<file path="src/rtl/clk_cfg_seq.sv">
// Clock configuration sequencer for rst_clk_ctrl.
// Applies a requested clock setup in glitch-safe order.
module clk_cfg_seq #(
    parameter int SETTLE   = 16,
    parameter int PLL_WAIT = 256,
    parameter int CW       = 10
) (
    input  logic       clk,
    input  logic       rst_n,
    input  logic       req_valid,
    output logic       req_ready,
    input  logic [1:0] req_src,
    input  logic [1:0] req_div,
    input  logic [1:0] req_rosc,
    input  logic [1:0] req_trim,
    output logic       busy,
    output logic       done,
    output logic       err,
    output logic       pll_en,
    output logic [1:0] pll_trim,
    output logic       sel_8mhz,
    output logic       sel_pll,
    output logic [1:0] sel_rosc,
    output logic [1:0] clk_div
);

    typedef enum logic [2:0] {
        IDLE,
        DIVMAX,
        PARK,
        PLLON,
        INNER,
        OUTER,
        FINDIV
    } state_t;

    localparam logic [CW-1:0] SETTLE_LD = CW'(SETTLE - 1);
    localparam logic [CW-1:0] PLL_LD    = CW'(PLL_WAIT - 1);

    state_t        state;
    logic [CW-1:0] cnt;
    logic [1:0]    src_q;
    logic [1:0]    div_q;
    logic [1:0]    rosc_q;
    logic [1:0]    trim_q;

    assign req_ready = (state == IDLE);
    assign busy      = (state != IDLE);

    // Sequencer: each step updates its outputs on entry, then holds for its count.
    always_ff @(posedge clk or negedge rst_n) begin
        if (!rst_n) begin
            state    <= IDLE;
            cnt      <= '0;
            src_q    <= 2'd0;
            div_q    <= 2'd0;
            rosc_q   <= 2'd0;
            trim_q   <= 2'd0;
            done     <= 1'b0;
            err      <= 1'b0;
            pll_en   <= 1'b0;
            pll_trim <= 2'd0;
            sel_8mhz <= 1'b1;
            sel_pll  <= 1'b0;
            sel_rosc <= 2'd0;
            clk_div  <= 2'd0;
        end else begin
            done <= 1'b0;
            err  <= 1'b0;
            unique case (state)
                IDLE: begin
                    if (req_valid) begin
                        if (req_src == 2'd3) begin
                            err <= 1'b1;
                        end else begin
                            src_q   <= req_src;
                            div_q   <= req_div;
                            rosc_q  <= req_rosc;
                            trim_q  <= req_trim;
                            clk_div <= 2'd3;
                            cnt     <= SETTLE_LD;
                            state   <= DIVMAX;
                        end
                    end
                end
                DIVMAX: begin
                    if (cnt == '0) begin
                        sel_8mhz <= 1'b1;
                        cnt      <= SETTLE_LD;
                        state    <= PARK;
                    end else begin
                        cnt <= cnt - CW'(1);
                    end
                end
                PARK: begin
                    if (cnt == '0) begin
                        if (src_q == 2'd1 &&
                            (!pll_en || pll_trim != trim_q)) begin
                            pll_trim <= trim_q;
                            pll_en   <= 1'b1;
                            cnt      <= PLL_LD;
                            state    <= PLLON;
                        end else begin
                            sel_pll  <= (src_q == 2'd1);
                            sel_rosc <= rosc_q;
                            cnt      <= SETTLE_LD;
                            state    <= INNER;
                        end
                    end else begin
                        cnt <= cnt - CW'(1);
                    end
                end
                PLLON: begin
                    if (cnt == '0) begin
                        sel_pll  <= (src_q == 2'd1);
                        sel_rosc <= rosc_q;
                        cnt      <= SETTLE_LD;
                        state    <= INNER;
                    end else begin
                        cnt <= cnt - CW'(1);
                    end
                end
                INNER: begin
                    if (cnt == '0) begin
                        sel_8mhz <= (src_q == 2'd0);
                        cnt      <= SETTLE_LD;
                        state    <= OUTER;
                    end else begin
                        cnt <= cnt - CW'(1);
                    end
                end
                OUTER: begin
                    if (cnt == '0) begin
                        clk_div <= div_q;
                        cnt     <= SETTLE_LD;
                        state   <= FINDIV;
                    end else begin
                        cnt <= cnt - CW'(1);
                    end
                end
                FINDIV: begin
                    if (cnt == '0) begin
                        if (src_q != 2'd1) pll_en <= 1'b0;
                        done  <= 1'b1;
                        state <= IDLE;
                    end else begin
                        cnt <= cnt - CW'(1);
                    end
                end
                default: state <= IDLE;
            endcase
        end
    end

endmodule

</file>
<file path="config.mk">
export PLATFORM = sky130hd
export DESIGN_NAME = clk_cfg_seq
export DESIGN_NICKNAME = d
export VERILOG_FILES = /design/src/rtl/clk_cfg_seq.sv
export SDC_FILE = /design/constraint.sdc
export NUM_CORES = 1
export LEC_CHECK = 0
export ABC_AREA = 1
export BUFFER_PORTS_ARGS = -buffer_cell sky130_fd_sc_hd__buf_2
export CORE_MARGIN = 8
export CORE_UTILIZATION = 25
export CTS_CLUSTER_SIZE = 40
export DETAILED_ROUTE_END_ITERATION = 16
export PLACE_DENSITY = 0.42
export SYNTH_ARGS = -nofsm -noshare
export SYNTH_HDL_FRONTEND = slang
export SYNTH_SLANG_ARGS = --single-unit
</file>
<file path="constraint.sdc">
create_clock -name clk -period 1.95 [get_ports clk]
set_input_delay 0.39 -clock clk [delete_from_list [all_inputs] [get_ports clk]]
set_output_delay 0.39 -clock clk [all_outputs]
set_load 0.02 [all_outputs]
</file>
==> flow_summary.yaml, run 1 <==
timing:
  setup_tns_ns: 0
  setup_viol: 0
  fmax_mhz: 561
  worstMarginPinSlew_ns: 0.746
  final.setup_skew_ns: 0.00540
  min_period_over_period_pct: 91.4
  max_slew_margin_pct: 50.3
  fin_crit_ns: 1.78
  hold_viol: 0
  slew_viol_final: 0
  rsz0062_at_grt: "no"
yosys:
  ys_ff_latch: 32
  ys_seq_area_share_pct: 43.5
  netlist_area_um2: 1850
  syn_inst: 246
  synth_nets: 259
  syn_avg_cell_area_um2: 7.50
  ys_types: 26
  yosysWarnings: 0
global_route:
  grt_max_degree: 33
  grt_pass1_wl_um: 8010
  grtUsageTotal_pct: 9.79
  grt_pass1_vias: 1711
  grt_overflow: 0
  antenna_found_initial: 0
cells_and_area:
  fin_cells: 375
  fin_nets: 288
  syn2layout_area_growth_pct: 17.8
  post_route_cells_drive_above_1_share_pct: 22.5
  num-fill-cells: 827
  antenna_cells: 0
clock_network:
  clock_latency_ns: 0.28
  cts_tree: "yes"
  cts_resized: 0
  cts_made_buffers: 5
  cts_root_buf: "clkbuf_8"
  path_clk_slew_ns: 0.07
  cts_sinks: 32
  ctsHoldBuffers: 0
  cts_setup_buffers: 0
  htree_levels: 2
  clock_path_buffers: 2
power_and_ir_drop:
  power_density_nw_per_um2: 1280
  p_leak_nw: 1.11
  peakVddDrop_v: 0.000334
floorplanning:
  die_x_um: 102
  rows: 31
  io_pins: 24
  core-area_um2: 7210
  initial_utilization_pct: 25.6
  die_y_um: 102
  dieArea_um2: 10400
outcome:
  outcome: "complete, no violations"
placement:
  numPortBuffers: 23
  place_inst: 367
  dp_hpwl_um: 3440
  place.gp.congestion: 0.824
drt:
  via_per_inst: 4.28
  routed-via-count: 1605
  first_pass_iters: 5
  drt_iter0_drc: 88
  drc: 0
  totalWireLength_um: 4430
  avgRoutedWirePerCell_um: 11.8
  ant_nets: 0
setup_path:
  crit_required_ns: 1.56
  worstPathMaxFanout: 7
  endpoint_kind: "output pin"
  start_kind: "flip-flop"
  crit_arrival_ns: 1.39
  crit_top_cell: "inv_2"
  worstSetupPathType: "flip-flop to output pin"
  crit_chain: "nor2_1, inv_2, nor2_4, inv_2, buf_2"
  crit_path_top_delay_cell: "dfrtp_1"
  max_stage_delay_ns: 0.44
run:
  drv_cap: 0
worst_hold_path:
  hold_class: "primary input to async pin"
## stage by stage
step           area [um^2]  hold slack [ns]  setup WS [ns]  utilization [%]  power (mW)
3_3_place_gp          2070            0.453          0.311             28.7        2.26
6_report              2170            0.168          0.168             30.1        2.78
5_1_grt               2170            0.236         0.0275             30.1        3.06
2_1_floorplan         1850           0.0944          0.499                -        1.91
3_5_place_dp          2070            0.458          0.311             28.7        2.24
4_1_cts               2170            0.197          0.141             30.1        2.84
## flip-flops by register name, indices dropped and copies added (netlist names), 2 cells and up
register	count
cnt	10
src_q	2
state	3
sel_rosc	2
pll_trim	2
rosc_q	2
div_q	2
clk_div	2
trim_q	2
## where the power goes
group | leakage [nW] | total [mW] | internal (mW) | switching (mW)
clock | 0.0515 | 0.576 | 0.322 | 0.254
sequential | 0.407 | 1.00 | 0.851 | 0.153
combinational | 0.656 | 1.20 | 0.378 | 0.826
## Yosys cell counts
cell      instances  area (um^2)
nand4_1           2         12.5
o21ai_0           9         45.0
nand3_2           2         20.0
nor3_1            1         5.00
nor2_1           20         75.1
a21oi_1           2         10.0
o21ai_1          14         70.1
nand3b_1          2         15.0
nor2_2            4         25.0
a31oi_1           2         12.5
nand2_2           3         18.8
buf_6             1         11.3
a31oi_2           1         12.5
nand3_1          22          110
buf_4             1         7.51
nand3b_2          1         11.3
ha_1              2         25.0
inv_2             9         33.8
inv_1            20         75.1
dfrtp_1          31          776
nand4_4           1         21.3
xor2_1            2         17.5
nand2_1          84          315
dfstp_2           1         26.3
o21ai_2           3         26.3
nor2_4            6         67.6
## placed cells by master, fill, tap and decap left out
cell type  count
nand2_1       84
dfrtp_1       31
buf_2         23
nand3_1       22
inv_1         20
nor2_1        20
o21ai_1       14
inv_2          9
o21ai_0        9
clkbuf_8       7
nor2_4         6
nor2_2         4
nand2_2        3
o21ai_2        3
nand3_2        2
a21oi_1        2
a31oi_1        2
nand3b_1       2
nand4_1        2
xor2_1         2
ha_1           2
a31oi_2        1
nand4_4        1
nand3b_2       1
nor3_1         1
clkbuf_1       1
buf_4          1
dfstp_2        1
## worst max-delay path: cells and delay by family (launching register included)
family        cells  cell delay [ns]
flops             1             0.44
simple gates      2             0.35
buf+inv           3             0.31
## area by class of cell
class | instances | area, um^2 | share of cell area [%]
clock buffer | 8 | 100 | 4.61
sequential | 32 | 802 | 36.9
timing repair buffer | 24 | 123 | 5.64
tap | 99 | 124 | 5.70
inverter | 29 | 109 | 5.01
multi-input combinational | 183 | 916 | 42.1
## layer usage
metal	vias to the layer above	wire length [um]	GRT usage (%)
met5	-	0	0
met4	0	68	4.51
li1	847	-	-
met2	20	2090	16.1
met3	5	138	2.11
met1	733	2140	11.9
## logic make-up after synthesis
group,synth area share (%)
adder cells (fa/ha/maj),1.36
AO/OA/AOI/OAI,9.56
buffers and inverters,6.92
XOR/XNOR,0.949
AND/OR/NAND/NOR,37.8
flip-flops,43.5
## worst paths after layout
check | from | to | slack, ns | cells past startpoint
setup / recovery | state[1]$_DFFE_PN0P_ | busy | 0.17 | 5
hold / removal | rst_n | rosc_q[1]$_DFFE_PN0P_ | 0.17 | 1
setup reg to reg | cnt[0]$_DFFE_PN0P_ | cnt[1]$_DFFE_PN0P_ | 0.32 | 9
hold reg to reg | sel_pll$_DFFE_PN0P_ | sel_pll$_DFFE_PN0P_ | 0.47 | 2
max in group asynchronous | rst_n | cnt[5]$_DFFE_PN0P_ | 1.31 | 1
min in group clk | req_rosc[0] | rosc_q[0]$_DFFE_PN0P_ | 0.31 | 3
Power figures use the tool's default switching activity.
==> run 2: changes to the inputs <==
--- a/config.mk
+++ b/config.mk
@@ -7,11 +7,12 @@
 export LEC_CHECK = 0
 export ABC_AREA = 1
 export BUFFER_PORTS_ARGS = -buffer_cell sky130_fd_sc_hd__buf_2
-export CORE_MARGIN = 8
+export CORE_MARGIN = 4
 export CORE_UTILIZATION = 25
 export CTS_CLUSTER_SIZE = 40
 export DETAILED_ROUTE_END_ITERATION = 16
 export PLACE_DENSITY = 0.42
+export RECOVER_POWER = 50
 export SYNTH_ARGS = -nofsm -noshare
 export SYNTH_HDL_FRONTEND = slang
 export SYNTH_SLANG_ARGS = --single-unit
==> flow_summary.yaml, run 2 (synthesis results as in run 1) <==
timing:
  fin_crit_ns: 1.77
  worst_slack_ns: 0.179
  setup_viol: 0
  min_period_over_period_pct: 90.8
  hold_viol: 0
  final.setup_skew_ns: 0.00371
  max_slew_margin_pct: 43.9
  fmax_mhz: 565
  slew_viol_final: 0
  rsz0062_at_grt: "no"
  setup_tns_ns: 0
  worstMarginPinSlew_ns: 0.841
  hold_ws_ns: 0.198
cells_and_area:
  syn2layout_area_growth_pct: 18.0
  stdcell_area_um2: 2180
  layout_commonest_cell: "nand2_1"
  antenna_cells: 0
  final_util_pct: 30.2
  reg.largest.list: "cnt: 10 flops, state: 3 flops"
  largest-register: "cnt"
  post_route_cells_drive_above_1_share_pct: 21.0
  final_cell_mix: "nand2_1, dfrtp_1, nand3_1"
  fin_nets: 288
  largest_reg_flops: 10
setup_path:
  endpoint_kind: "output pin"
  worstPathMaxFanout: 7
  start_kind: "flip-flop"
  worstSetupPathType: "flip-flop to output pin"
  crit_arrival_ns: 1.38
  crit_required_ns: 1.56
drt:
  drc: 0
  via_per_inst: 4.40
  totalWireLength_um: 4400
  drt_iter0_drc: 87
  routed-via-count: 1650
  ant_nets: 0
  first_pass_iters: 4
  avgRoutedWirePerCell_um: 11.7
floorplanning:
  dieArea_um2: 8820
  die_x_um: 93.9
  rows: 31
  core-area_um2: 7210
  die_y_um: 93.9
  io_pins: 24
  initial_utilization_pct: 25.6
placement:
  post_dp_cell_area_um2: 2070
  pre_cts_slack_ns: 0.317
  numPortBuffers: 23
  place.gp.congestion: 0.835
  dp_hpwl_um: 3390
power_and_ir_drop:
  power_frac_comb_pct: 41.8
  seqPwrFrac_pct: 35.3
  switching_share_pct: 43.9
  power.switching_mw: 1.25
  power_density_nw_per_um2: 1310
  peakVddDrop_v: 0.000320
  p_leak_nw: 1.10
  power.internal_mw: 1.60
  clkPwrFrac_pct: 23.0
clock_network:
  clock_latency_ns: 0.29
  ctsHoldBuffers: 0
  cts_resized: 0
  cts_sinks: 32
  cts_root_buf: "clkbuf_8"
  cts_setup_buffers: 0
  path_clk_slew_ns: 0.07
  cts_made_buffers: 5
  htree_levels: 2
  cts_tree: "yes"
  clock_path_buffers: 2
global_route:
  grt_overflow: 0
  grt_pass1_wl_um: 7660
  antenna_found_initial: 0
  grt_pass1_vias: 1642
  grtUsageTotal_pct: 11.0
  grt_max_degree: 33
worst_hold_path:
  hold_class: "primary input to async pin"
run:
  drv_cap: 0
outcome:
  outcome: "complete, no violations"
run 2: power by group through the flow:
stage,Clock (mW),Sequential [mW],Combinational (mW)
after floorplan,0,1.03,0.887
after global placement,0,1.02,1.23
after detailed placement,0,1.02,1.22
after CTS,0.675,1.00,1.22
after global routing,0.704,1.03,1.36
final,0.654,1.01,1.19
run 2: path summary, 6_finish.rpt:
kind                            cells past startpoint  slack (ns)                       to               startpoint
worst max-delay path                                5        0.18                     busy     state[1]$_DFFE_PN0P_
min in group clk                                    3        0.30    rosc_q[1]$_DFFE_PN0P_              req_rosc[1]
worst max register to register                      9        0.32       cnt[3]$_DFFE_PN0P_       cnt[0]$_DFFE_PN0P_
max in group asynchronous                           1        1.23     state[0]$_DFFE_PN0P_                    rst_n
worst min register to register                      2        0.48  sel_rosc[0]$_DFFE_PN0P_  sel_rosc[0]$_DFFE_PN0P_
worst min-delay path                                1        0.20       cnt[7]$_DFFE_PN0P_                    rst_n
run 2: stage by stage:
stage | power (mW) | cells
after floorplan | 1.91 | 246
after global placement | 2.25 | 367
after detailed placement | 2.23 | 367
after CTS | 2.90 | 375
after global routing | 3.10 | 375
final | 2.85 | 375
run 2: layout make-up:
cell class	instances	area (um^2)
clock buffer	5	68.8
timing repair buffer	24	116
inverter	29	109
fill	796	5040
multi-input combinational	183	916
tap	99	124
sequential	32	802
clock inverter	3	42.5
run 2: critical path: stages, from the launching register on:
cell	delay [ns]
dfrtp_1	0.45
nor2_1	0.19
inv_2	0.07
nor2_4	0.15
inv_2	0.08
buf_2	0.16
run 2: layer usage:
layer,wire [um],vias to the layer above,GRT usage (%)
li1,-,850,-
met1,2020,766,13.7
met2,2140,29,18.7
met3,181,5,2.56
met4,57,0,3.25
met5,0,-,0
==> run 3: changes to the inputs <==
--- a/config.mk
+++ b/config.mk
@@ -7,6 +7,7 @@
 export LEC_CHECK = 0
 export ABC_AREA = 1
 export BUFFER_PORTS_ARGS = -buffer_cell sky130_fd_sc_hd__buf_2
+export CORE_ASPECT_RATIO = 1.5
 export CORE_MARGIN = 4
 export CORE_UTILIZATION = 25
 export CTS_CLUSTER_SIZE = 40
==> flow_summary.yaml, run 3 (synthesis results as in run 1) <==
clock_network:
  cts_root_buf: "clkbuf_8"
  path_clk_slew_ns: 0.07
  clock_latency_ns: 0.28
  cts_sinks: 32
  cts_setup_buffers: 0
  cts_resized: 0
  cts_tree: "yes"
  clock_path_buffers: 2
  ctsHoldBuffers: 0
  htree_levels: 2
  cts_made_buffers: 5
cells_and_area:
  fin_nets: 293
  final_cell_mix: "nand2_1, dfrtp_1, nand3_1"
  num-fill-cells: 824
  layout_commonest_cell: "nand2_1"
  stdcell_area_um2: 2230
  antenna_cells: 0
  post_route_cells_drive_above_1_share_pct: 22.8
  seq_area_um2: 802
  fin_cells: 381
  multi_input_area_um2: 918
  largest_reg_flops: 10
  reg.largest.list: "cnt: 10 flops, state: 3 flops"
  syn2layout_area_growth_pct: 20.9
  largest-register: "cnt"
drt:
  drc: 0
  routed-via-count: 1627
  avgRoutedWirePerCell_um: 12.1
  totalWireLength_um: 4620
  first_pass_iters: 4
  drt_iter0_drc: 67
  ant_nets: 0
  via_per_inst: 4.27
timing:
  final.setup_skew_ns: 0.00929
  worstMarginPinSlew_ns: 0.825
  setup_tns_ns: 0
  rsz0062_at_grt: "no"
  fmax_mhz: 557
  min_period_over_period_pct: 92.1
  slew_viol_final: 0
  worst_slack_ns: 0.155
  hold_viol: 0
  setup_viol: 0
  max_slew_margin_pct: 45.0
  fin_crit_ns: 1.80
power_and_ir_drop:
  p_leak_nw: 1.13
  power_mw: 2.94
  power_density_nw_per_um2: 1320
  peakVddDrop_v: 0.000679
setup_path:
  worstPathMaxFanout: 5
  endpoint_kind: "output pin"
  r2r_slack_ns: 0.26
  crit_required_ns: 1.56
  rr_startpoint: "cnt[0]$_DFFE_PN0P_"
  crit_arrival_ns: 1.41
  start_kind: "flip-flop"
  worstSetupPathType: "flip-flop to output pin"
  startpoint: "state[0]$_DFFE_PN0P_"
global_route:
  grt_max_degree: 33
  grt_overflow: 0
  grtUsageTotal_pct: 11.3
  grt_pass1_vias: 1667
  antenna_found_initial: 0
  grt_pass1_wl_um: 7860
outcome:
  outcome: "complete, no violations"
floorplanning:
  die_y_um: 113
  io_pins: 24
  rows: 38
  die_x_um: 78.2
  initial_utilization_pct: 25.5
  core-area_um2: 7230
  dieArea_um2: 8850
run:
  drv_cap: 0
placement:
  numPortBuffers: 23
  pre_cts_slack_ns: 0.252
  post_dp_cell_area_um2: 2110
  place.gp.congestion: 0.798
  dp_hpwl_um: 3660
  place_inst: 373
worst_hold_path:
  hold_class: "primary input to async pin"
==> run 3: changes by cell type in the layout (fill, tap and decap cells not counted) <==
cell        before  now
clkinvlp_4       1    0
clkbuf_8         5    7
buf_2           17   18
clkinv_2         1    0
nor2_2           4    5
nor2_1          20   19
buf_4            1    5
==> run 3: path summary, 6_finish.rpt <==
path	endpoint	cells past startpoint
setup / recovery	busy	5
hold / removal	pll_trim[0]$_DFFE_PN0P_	2
setup reg to reg	cnt[1]$_DFFE_PN0P_	9
hold reg to reg	div_q[1]$_DFFE_PN0P_	2
max in group asynchronous	cnt[0]$_DFFE_PN0P_	2
min in group clk	rosc_q[0]$_DFFE_PN0P_	3
==> run 3: cell type report <==
type / instances / share of cell area [%]
inverters: 29 / 4.88
clock inverters: 1 / 1.35
repair buffers: 29 / 6.78
clock buffers: 7 / 4.32
flip-flops and latches: 32 / 35.9
well taps: 100 / 5.61
multi-input cells: 183 / 41.1
==> run 3: power by group <==
part	internal, mW	switching, mW	total (mW)	leakage, nW
registers	0.852	0.150	1.00	0.407
clock network	0.451	0.247	0.698	0.0645
logic	0.406	0.833	1.24	0.662
total	1.71	1.23	2.94	1.13
==> run 3: critical path, stage by stage, from the launching register on <==
cell     delay (ns)
dfrtp_1        0.47
nor2_2         0.18
inv_2          0.07
nor2_4         0.16
inv_2          0.08
buf_2          0.16
==> run 3: per-stage QoR <==
stage	util, %	hold WS [ns]
after CTS	31.0	0.139
after global routing	30.9	0.314
after floorplan	-	0.0944
after detailed placement	29.2	0.446
final	30.9	0.276
after global placement	29.2	0.461
==> run 3: routing by layer <==
layer	wire (um)	vias up	track usage (%)
li1	-	851	-
met1	1880	744	12.0
met2	2520	23	21.0
met3	99	9	2.07
met4	121	0	5.48
met5	0	-	0
